## src/rtl/seq_mem_d2_be_if.sv

```systemverilog
// Bus bundle for seq_mem_d2_be: request fields driven by the master, completion pulses by the memory.
// Handshake: read_en/write_en are one-cycle requests that are always accepted (there is no ready);
// each request is answered by a one-cycle read_done/write_done pulse at a fixed latency.
interface seq_mem_d2_be_if #(
    parameter int WIDTH       = 32,
    parameter int D0_IDX_SIZE = 3,
    parameter int D1_IDX_SIZE = 3
);
    logic [D0_IDX_SIZE-1:0] addr0;
    logic [D1_IDX_SIZE-1:0] addr1;
    logic                   read_en;
    logic [WIDTH-1:0]       out;
    logic                   read_done;
    logic [WIDTH-1:0]       in;
    logic                   write_en;
    logic [WIDTH/8-1:0]     write_mask;
    logic                   write_done;
    logic                   oob_err;

    modport master (
        output addr0, addr1, read_en, in, write_en, write_mask,
        input  out, read_done, write_done, oob_err
    );

    modport slave (
        input  addr0, addr1, read_en, in, write_en, write_mask,
        output out, read_done, write_done, oob_err
    );
endinterface

```

## src/rtl/seq_mem_d2_be.sv

```systemverilog
// Two-dimensional word memory with per-byte write mask, read-first collisions and
// a read path of one or two register stages (READ_LAT).
module seq_mem_d2_be #(
    parameter int WIDTH       = 32,
    parameter int D0_SIZE     = 4,
    parameter int D1_SIZE     = 4,
    parameter int D0_IDX_SIZE = 3,
    parameter int D1_IDX_SIZE = 3,
    parameter int READ_LAT    = 1
) (
    input logic             clk,
    input logic             reset_n,
    seq_mem_d2_be_if.slave  bus
);
    localparam int DEPTH = D0_SIZE * D1_SIZE;
    localparam int NB    = WIDTH / 8;
    localparam int LIN_W = (DEPTH > 1) ? $clog2(DEPTH) : 1;

    logic [WIDTH-1:0] mem [DEPTH];

    logic             oob;
    logic [LIN_W-1:0] lin;
    logic [WIDTH-1:0] rd_word;
    logic             s1_valid;
    logic [WIDTH-1:0] s1_data;

    // Reads and writes share one address, so one bounds check serves both.
    always_comb begin
        oob     = (32'(bus.addr0) >= D0_SIZE) || (32'(bus.addr1) >= D1_SIZE);
        lin     = LIN_W'(32'(bus.addr0) * D1_SIZE + 32'(bus.addr1));
        rd_word = oob ? '0 : mem[lin];
    end

    // Storage has no reset; contents survive reset_n.
    always_ff @(posedge clk) begin
        if (reset_n && bus.write_en && !oob) begin
            for (int b = 0; b < NB; b++) begin
                if (bus.write_mask[b]) begin
                    mem[lin][8*b +: 8] <= bus.in[8*b +: 8];
                end
            end
        end
    end

    // rd_word is taken before the write lands, which gives read-first on a collision.
    // Any READ_LAT other than 1 is treated as 2.
    always_ff @(posedge clk) begin
        if (!reset_n) begin
            s1_valid       <= 1'b0;
            s1_data        <= '0;
            bus.out        <= '0;
            bus.read_done  <= 1'b0;
            bus.write_done <= 1'b0;
            bus.oob_err    <= 1'b0;
        end else begin
            bus.write_done <= bus.write_en;
            bus.oob_err    <= oob && (bus.read_en || bus.write_en);
            s1_valid       <= bus.read_en;
            s1_data        <= rd_word;
            if (READ_LAT == 1) begin
                bus.read_done <= bus.read_en;
                if (bus.read_en) begin
                    bus.out <= rd_word;
                end
            end else begin
                bus.read_done <= s1_valid;
                if (s1_valid) begin
                    bus.out <= s1_data;
                end
            end
        end
    end
endmodule
```

## src/flat_wrapper.sv

```systemverilog
// flat-port wrapper written by rule: the top's interface ports become plain ports
module seq_mem_d2_be_flat 
#(
    parameter int WIDTH       = 32,
    parameter int D0_SIZE     = 4,
    parameter int D1_SIZE     = 4,
    parameter int D0_IDX_SIZE = 3,
    parameter int D1_IDX_SIZE = 3,
    parameter int READ_LAT    = 1
)
  (clk, reset_n, bus_addr0, bus_addr1, bus_read_en, bus_in, bus_write_en, bus_write_mask, bus_out, bus_read_done, bus_write_done, bus_oob_err);
  seq_mem_d2_be_if #(.WIDTH(WIDTH), .D0_IDX_SIZE(D0_IDX_SIZE), .D1_IDX_SIZE(D1_IDX_SIZE)) bus_i ();
  input logic clk;
  input logic reset_n;
  input wire logic [$bits(bus_i.addr0)-1:0] bus_addr0;
  input wire logic [$bits(bus_i.addr1)-1:0] bus_addr1;
  input wire logic [$bits(bus_i.read_en)-1:0] bus_read_en;
  input wire logic [$bits(bus_i.in)-1:0] bus_in;
  input wire logic [$bits(bus_i.write_en)-1:0] bus_write_en;
  input wire logic [$bits(bus_i.write_mask)-1:0] bus_write_mask;
  output wire logic [$bits(bus_i.out)-1:0] bus_out;
  output wire logic [$bits(bus_i.read_done)-1:0] bus_read_done;
  output wire logic [$bits(bus_i.write_done)-1:0] bus_write_done;
  output wire logic [$bits(bus_i.oob_err)-1:0] bus_oob_err;
  assign bus_i.addr0 = bus_addr0;
  assign bus_i.addr1 = bus_addr1;
  assign bus_i.read_en = bus_read_en;
  assign bus_i.in = bus_in;
  assign bus_i.write_en = bus_write_en;
  assign bus_i.write_mask = bus_write_mask;
  assign bus_out = bus_i.out;
  assign bus_read_done = bus_i.read_done;
  assign bus_write_done = bus_i.write_done;
  assign bus_oob_err = bus_i.oob_err;
  seq_mem_d2_be #(.WIDTH(WIDTH), .D0_SIZE(D0_SIZE), .D1_SIZE(D1_SIZE), .D0_IDX_SIZE(D0_IDX_SIZE), .D1_IDX_SIZE(D1_IDX_SIZE), .READ_LAT(READ_LAT)) u_core (.clk(clk), .reset_n(reset_n), .bus(bus_i));
endmodule
```

## config.mk

```make
export PLATFORM = sky130hd
export DESIGN_NAME = seq_mem_d2_be_flat
export DESIGN_NICKNAME = d
export VERILOG_FILES = /design/src/rtl/seq_mem_d2_be_if.sv /design/src/rtl/seq_mem_d2_be.sv /design/src/flat_wrapper.sv
export SDC_FILE = /design/constraint.sdc
export NUM_CORES = 1
export LEC_CHECK = 0
export CELL_PAD_IN_SITES_DETAIL_PLACEMENT = 1
export CELL_PAD_IN_SITES_GLOBAL_PLACEMENT = 1
export CORE_ASPECT_RATIO = 0.6
export CORE_MARGIN = 1.5
export CORE_UTILIZATION = 48
export DETAILED_ROUTE_END_ITERATION = 16
export PLACE_DENSITY_LB_ADDON = 0.2
export SKIP_CTS_REPAIR_TIMING = 1
export SLEW_MARGIN = 20
export SYNTH_ARGS = -nofsm -noshare
export SYNTH_HDL_FRONTEND = slang
export SYNTH_SLANG_ARGS = --single-unit
```

## constraint.sdc

```tcl
create_clock -name clk -period 2.7 [get_ports clk]
set_input_delay 0.81 -clock clk [delete_from_list [all_inputs] [get_ports clk]]
set_output_delay 0.81 -clock clk [all_outputs]
set_load 0.05 [all_outputs]
```

==> summary.md, run 1 <==
| Metric | Value |
|---|---|
| Post-Syn Area | `0.02097 mm2` |
| Power Density | `697.5 mW/mm2` |
| CTS sink count | `547` |
| Synth area leader | `edfxtp_1` |
| Lkg Pwr | `8.048 nW` |
| Syn Nets | `1115` |
| Comb power frac | `6.4%` |
| CP Cell Sequence | `clkdlybuf4s50_1` |
| Area occupied by multi-input gates | `0.004611 mm2` |
| Unique masters post-synth | `24` |
| WP buf/inv | `1` |
| Die height | `164.9 um` |
| Worst path slowest cell | `clkdlybuf4s50_1` |
| Cells after Synth | `1068` |
| Final instance area | `0.02492 mm2` |
| Critical Path Fanout Max | `2` |
| Port bufs | `80` |
| Row cnt | `59` |
| Startpoint types | `flop` |
| Reg power frac | `53.6%` |
| CP delay by family, top | `buffers and inverters` |
| Post-layout min period | `2.634 ns` |
| Fill count | `3764` |
| Clock skew | `0.01061 ns` |
| Unrepaired setup endpoints after global routing | `no` |
| DR vias/cell | `5.779` |
| Clock Tree Root | `clkbuf_16` |
| Fin crit share | `97.57%` |
| Final Hold Fails | `0` |
| Vias in the first global route | `11501` |
| Max Freq | `0.3796 GHz` |
| IO Count | `81` |
| CTS Buf Count | `50` |
| Worst-Skew Late Latency | `0.57 ns` |
| Overflow after GRT | `0` |
| Maximum buffer depth of the clock tree | `3` |
| CP arrival | `1.82 ns` |
| Avg Cell Area, Syn | `19.64 um2` |
| CP required | `1.89 ns` |
| Setup CP Type | `reg -> out` |
| Largest net degree at the start of global routing | `35` |
| Via Count | `10778` |
| Clock Pin Slew Worst Setup and Hold Paths | `0.07 ns` |
| Crit. End Element | `output pin` |
| WP depth | `1` |
| Post-route ant nets | `0` |
| R2r worst-path depth | `4` |
| DR pass1 iterations | `5` |
| Routed WL per cell | `26.83 um` |
| Final core utilization | `57.71%` |
| Setup violations, final | `0` |
| Psw | `3.697 mW` |
| GP Congestion | `0.7299` |
| Top-area cell type share of the netlist area | `73.30%` |
| FF+latch area | `0.01608 mm2` |
| Max-cap check violation count | `0` |
| Hold path cells | `1` |
| Clock power frac | `40.0%` |
| DP Area | `0.02332 mm2` |
| Final routed DRC violation total | `0` |
| #FFs+latches synth | `547` |
| Slew headroom | `57.31%` |
| Initial antenna violation count | `0` |
| Share of cells above drive strength 1 | `24.03%` |
| Fin nets | `1291` |
| Worst slew pin tran | `0.6384 ns` |
| Ys Warns | `0` |
| Core Area | `0.04319 mm2` |
| Register area share after synthesis | `76.64%` |
| Final wirelength | `50040 um` |
| HPWL after detailed placement | `30920 um` |
| CTS tree | `done` |
| Fin. max-slew vios | `0` |
| Status | `finished, final reports clean` |
| Peak VDD IR | `0.5707 mV` |
| ANT cells | `0` |
| H-tree depth | `2` |
| Sw frac | `21.26%` |
| Area of the die | `0.04500 mm2` |
| Top post-synthesis cells by area | `edfxtp_1 (73%), mux4_2 (14%), dfxtp_1 (3.3%)` |
| HP Class | `reg -> reg` |
| Initial Util | `48.57%` |
| Gr usage total | `22.97%` |
| Area Growth Syn to Fin | `18.83%` |
| Internal Power | `13.69 mW` |
| Die W | `272.9 um` |
| DRT iter0 DRCs | `1023` |
| First-pass GRT wire length | `74900 um` |
| Worst path max stage delay | `0.85 ns` |
[cells by family after synthesis]
kind of cell / synth area share [%]
AND/OR/NAND/NOR: 6.264
XOR/XNOR: 0.08353
multiplexers: 13.78
buffers and inverters: 1.599
adder cells (fa/ha/maj): 0.05965
AO/OA/AOI/OAI: 1.569
flip-flops: 76.65
[synth_stat cells (all sizes together)]
library cell and count:
nor4bb 1, xor2 1, nor3 12, a32o 32
buf 31, ha 1, edfxtp 512, nand3 36
xnor2 1, nor2 53, nor3b 1, dfxtp 35
nor2b 3, nand2 146, nand3b 32, mux4 128
clkbuf 34, o22a 1, nand2b 2, and2 6
[per-layer routing]
| layer | share of wire [%] | vias up | routed length (um) | track usage (%) |
|---|---|---|---|---|
| li1 | - | 4648 | - | - |
| met1 | 46 | 5780 | 23120 | 34.49 |
| met2 | 47 | 303 | 23750 | 36.73 |
| met3 | 5.3 | 47 | 2645 | 3.388 |
| met4 | 1.0 | 0 | 520 | 3.535 |
| met5 | 0 | - | 0 | 0 |
[flip-flops by register name, summed over array words and instances, names as in the netlist]
register	count
u_core.bus.out	32
u_core.bus.read_done	1
u_core.bus.oob_err	1
u_core.mem	512
u_core.bus.write_done	1
[layout by cell type (no fill, tap or decap), types with 2 or more instances in the layout]
master,n
dfxtp_1,35
clkbuf_8,5
nand2_1,146
nor2b_1,2
nand3b_1,32
clkinv_2,4
a32o_1,32
and2_1,6
buf_4,86
nor2_1,53
nand2b_1,2
clkbuf_16,53
buf_12,23
clkinv_1,6
mux4_2,126
bufinv_16,2
mux4_1,2
edfxtp_1,512
clkdlybuf4s50_1,78
nand3_1,36
clkbuf_1,22
nor3_1,12
[per-stage QoR]
| step | TNS [ns] | worst slack (ns) | hold WS (ns) | std cells | total power [mW] |
|---|---|---|---|---|---|
| after CTS | 0 | 0.01777 | 0.4738 | 1865 | 17.54 |
| after global placement | -108.10 | -0.3960 | 0.4486 | 1771 | 10.59 |
| after global routing | 0 | 0.01903 | 0.4859 | 1865 | 17.90 |
| after floorplan | -5.204 | -0.1577 | 0.7791 | 1068 | 10.11 |
| after detailed placement | -148.88 | -0.4482 | 0.4589 | 1771 | 10.62 |
| final | 0 | 0.06569 | 0.4679 | 1865 | 17.38 |
[power groups by stage]
stage / combinational (mW) / sequential [mW] / clock, mW
floorplan: 0.549 / 9.56 / 0
global placement: 1.09 / 9.50 / 0
detailed placement: 1.12 / 9.50 / 0
CTS: 1.12 / 9.32 / 7.11
global route: 1.19 / 9.32 / 7.40
finish: 1.11 / 9.32 / 6.96
[cell type report]
type	instances	share of cell area (%)
sequential	547	64.50
multi-input combinational	456	18.50
timing repair buffer	189	7.676
clock buffer	80	5.929
tap	579	2.907
clock inverter	14	0.4870
[path summary, 6_finish.rpt]
check	from	to	slack [ns]
worst max-delay path	u_core.bus.out[31]	bus_out[31]	0.07
worst min-delay path	u_core.bus.out[17]	u_core.bus.out[17]	0.47
worst max register to register	u_core.mem[15][21]	u_core.bus.out[21]	1.20
worst min register to register	u_core.bus.out[17]	u_core.bus.out[17]	0.47
Note: power is estimated with default switching activity, not from simulation.
==> run 2, diff against run 1 <==
--- a/config.mk
+++ b/config.mk
@@ -9,9 +9,10 @@
 export CELL_PAD_IN_SITES_GLOBAL_PLACEMENT = 1
 export CORE_ASPECT_RATIO = 0.6
 export CORE_MARGIN = 1.5
-export CORE_UTILIZATION = 48
+export CORE_UTILIZATION = 32
 export DETAILED_ROUTE_END_ITERATION = 16
-export PLACE_DENSITY_LB_ADDON = 0.2
+export PLACE_DENSITY = 0.51
+export SETUP_SLACK_MARGIN = 0.15
 export SKIP_CTS_REPAIR_TIMING = 1
 export SLEW_MARGIN = 20
 export SYNTH_ARGS = -nofsm -noshare
==> run 2 against run 1 <==
  * First-iteration DRC count shrank 20%
  * Combinational power is 9.9% higher
  * Maximum frequency increased by 6.4%
  * Cell area up 4.1%
  * Critical path depth did not move
  * Worst setup slack improved by 0.16 ns
  * Clock skew is 0.00064 ns higher
  * Critical path type unchanged
  * Largest cell class unchanged
  * Largest power group unchanged
==> summary.md, run 2 (synthesis gave the netlist of run 1 again) <==
| Metric | Value |
|---|---|
| Status | `finished, final reports clean (unchanged)` |
| Fin nets | `1319 (was 1291)` |
| Biggest register | `u_core.mem (unchanged)` |
| Largest net degree at the start of global routing | `33 (was 35)` |
| DR vias/cell | `4.969 (was 5.779)` |
| Unrepaired setup endpoints after global routing | `no (unchanged)` |
| Final core utilization | `40.18% (was 57.71%)` |
| H-tree depth | `2 (unchanged)` |
| CTS Buf Count | `52 (was 50)` |
| Setup CP Type | `reg -> out (unchanged)` |
| Clock power frac | `41.2% (was 40.0%)` |
| Area occupied by multi-input gates | `0.004682 mm2 (was 0.004611 mm2)` |
| Post-route ant nets | `0 (unchanged)` |
| CP Cell Sequence | `clkdlybuf4s50_1 (unchanged)` |
| FF+latch area | `0.01608 mm2 (unchanged)` |
| Clock Tree Root | `clkbuf_16 (unchanged)` |
| Port bufs | `80 (unchanged)` |
| Reg power frac | `52.0% (was 53.6%)` |
| CP required | `1.89 ns (about the same)` |
| CTS tree | `done (unchanged)` |
| First-pass GRT wire length | `80940 um (was 74900 um)` |
| Gr busiest metal | `met1 (was met2)` |
| Psw | `3.878 mW (was 3.697 mW)` |
| Setup tns final | `0 ns (unchanged)` |
| Internal Power | `14.04 mW (was 13.69 mW)` |
| Post-layout min period | `2.475 ns (was 2.634 ns)` |
| Slew headroom | `57.27% (was 57.31%)` |
| Routed WL per cell | `24.84 um (was 26.83 um)` |
| Commonest non-fill, non-tap cell in the layout | `edfxtp_1 (unchanged)` |
| Fin. max-slew vios | `0 (unchanged)` |
| Overflow after GRT | `0 (unchanged)` |
| HP Class | `reg -> reg (unchanged)` |
| Worst slew pin tran | `0.6390 ns (was 0.6384 ns)` |
| Worst path max stage delay | `0.79 ns (was 0.85 ns)` |
| Final wirelength | `53790 um (was 50040 um)` |
| Max Freq | `0.4040 GHz (was 0.3796 GHz)` |
| Die W | `333.5 um (was 272.9 um)` |
| DR pass1 iterations | `4 (was 5)` |
| Largest registers | `u_core.mem x512, u_core.bus.out x32 (unchanged)` |
| CP delay by family, top | `buffers and inverters (unchanged)` |
| Setup violations, final | `0 (unchanged)` |
| Crit. End Element | `output pin (unchanged)` |
| IO Count | `81 (unchanged)` |
| CTS sink count | `547 (unchanged)` |
| GP Congestion | `0.7439 (was 0.7299)` |
| DRT iter0 DRCs | `816 (was 1023)` |
| Fin crit share | `91.67% (was 97.57%)` |
| Row cnt | `72 (was 59)` |
| HPWL after detailed placement | `34760 um (was 30920 um)` |
| Comb power frac | `6.8% (was 6.4%)` |
| Core Area | `0.06459 mm2 (was 0.04319 mm2)` |
| Die height | `201.3 um (was 164.9 um)` |
| Area Growth Syn to Fin | `23.74% (was 18.83%)` |
| Peak VDD IR | `0.5090 mV (was 0.5707 mV)` |
| Startpoint types | `flop (unchanged)` |
| Initial antenna violation count | `2 (was 0)` |
| Initial Util | `32.47% (was 48.57%)` |
| Tot Pwr | `17.92 mW (was 17.38 mW)` |
| Share of cells above drive strength 1 | `27.93% (was 24.03%)` |
| M3 GR Usage | `2.997% (was 3.388%)` |
| Worst-Skew Late Latency | `0.57 ns (about the same)` |
| Most frequent cells in the layout | `edfxtp_1 (512), nand2_1 (146), mux4_2 (126), buf_4 (93), clkbuf_16 (53) (was edfxtp_1 (512), nand2_1 (146), mux4_2 (126), buf_4 (86), clkdlybuf4s50_1 (78))` |
| Setup WS pre-CTS | `-0.4939 ns (was -0.4482 ns)` |
| Final Hold Fails | `0 (unchanged)` |
| Lkg Pwr | `8.918 nW (was 8.048 nW)` |
| CP arrival | `1.67 ns (was 1.82 ns)` |
| Met2 Usage GRT | `23.30% (was 36.73%)` |
| Worst Setup Slack, final | `0.2250 ns (was 0.06569 ns)` |
| Power Density | `690.4 mW/mm2 (was 697.5 mW/mm2)` |
| Vias in the first global route | `11571 (was 11501)` |
| WHS | `0.4666 ns (was 0.4679 ns)` |
| WP buf/inv | `1 (unchanged)` |
| Max-cap check violation count | `0 (unchanged)` |
| Via Count | `10763 (was 10778)` |
| R2R Setup Slk | `1.16 ns (was 1.20 ns)` |
| Fill count | `6181 (was 3764)` |
| Area of the die | `0.06714 mm2 (was 0.04500 mm2)` |
| Sw frac | `21.64% (was 21.26%)` |
| Maximum buffer depth of the clock tree | `3 (unchanged)` |
| Met1 GRT Util | `26.22% (was 34.49%)` |
| Critical Path Fanout Max | `1 (was 2)` |
| Clock Pin Slew Worst Setup and Hold Paths | `0.06 ns (was 0.07 ns)` |
| Clock skew | `0.01125 ns (was 0.01061 ns)` |
| Worst path slowest cell | `clkdlybuf4s50_1 (unchanged)` |
| Max reg flops | `512 (unchanged)` |
| Final routed DRC violation total | `0 (unchanged)` |
| Gr usage total | `16.37% (was 22.97%)` |
run 2: final cells by class:
| type | instances | share of cell area [%] |
|---|---|---|
| Tap cell | 851 | 4.103 |
| Clock inverter | 24 | 0.9449 |
| Sequential cell | 547 | 61.94 |
| Timing Repair Buffer | 215 | 9.343 |
| Multi-Input combinational cell | 456 | 18.04 |
| Antenna cell | 1 | 0.009642 |
| Clock buffer | 72 | 5.617 |
run 2: worst register-to-register path: cells and delay by family, from the launching register on:
family / cells / cell delay, ns
DFF: 1 / 0.37
muxes: 1 / 0.47
and+or+nand+nor: 2 / 0.34
AOI/OAI and AO/OA: 1 / 0.26
run 2: through the flow:
stage | cells | cell area [um2]
floorplan | 1068 | 21040
global placement | 2069 | 24150
detailed placement | 2069 | 24150
CTS | 2165 | 25850
global route | 2165 | 25950
finish | 2166 | 25950
run 2: worst paths after layout:
| path | from | to | depth (start not counted) |
|---|---|---|---|
| worst min register to register | u_core.bus.out[27] | u_core.bus.out[27] | 1 |
| worst max-delay path | u_core.bus.read_done | bus_read_done | 1 |
| worst max register to register | u_core.mem[7][13] | u_core.bus.out[13] | 4 |
| worst min-delay path | u_core.bus.out[27] | u_core.bus.out[27] | 1 |
run 2: metal layers:
layer | vias to the layer above | wire length (um)
met1 | 5795 | 27870
met5 | - | 17
met3 | 43 | 2421
met2 | 205 | 22950
li1 | 4718 | -
met4 | 2 | 530
run 2: power by group through the flow:
stage          combinational [mW]  sequential, mW  clock, mW
2_1_floorplan               0.555            9.56          0
3_3_place_gp                 1.24            9.50          0
3_5_place_dp                 1.25            9.50          0
4_1_cts                      1.25            9.31       7.60
5_1_grt                      1.32            9.31       7.92
6_report                     1.22            9.31       7.39
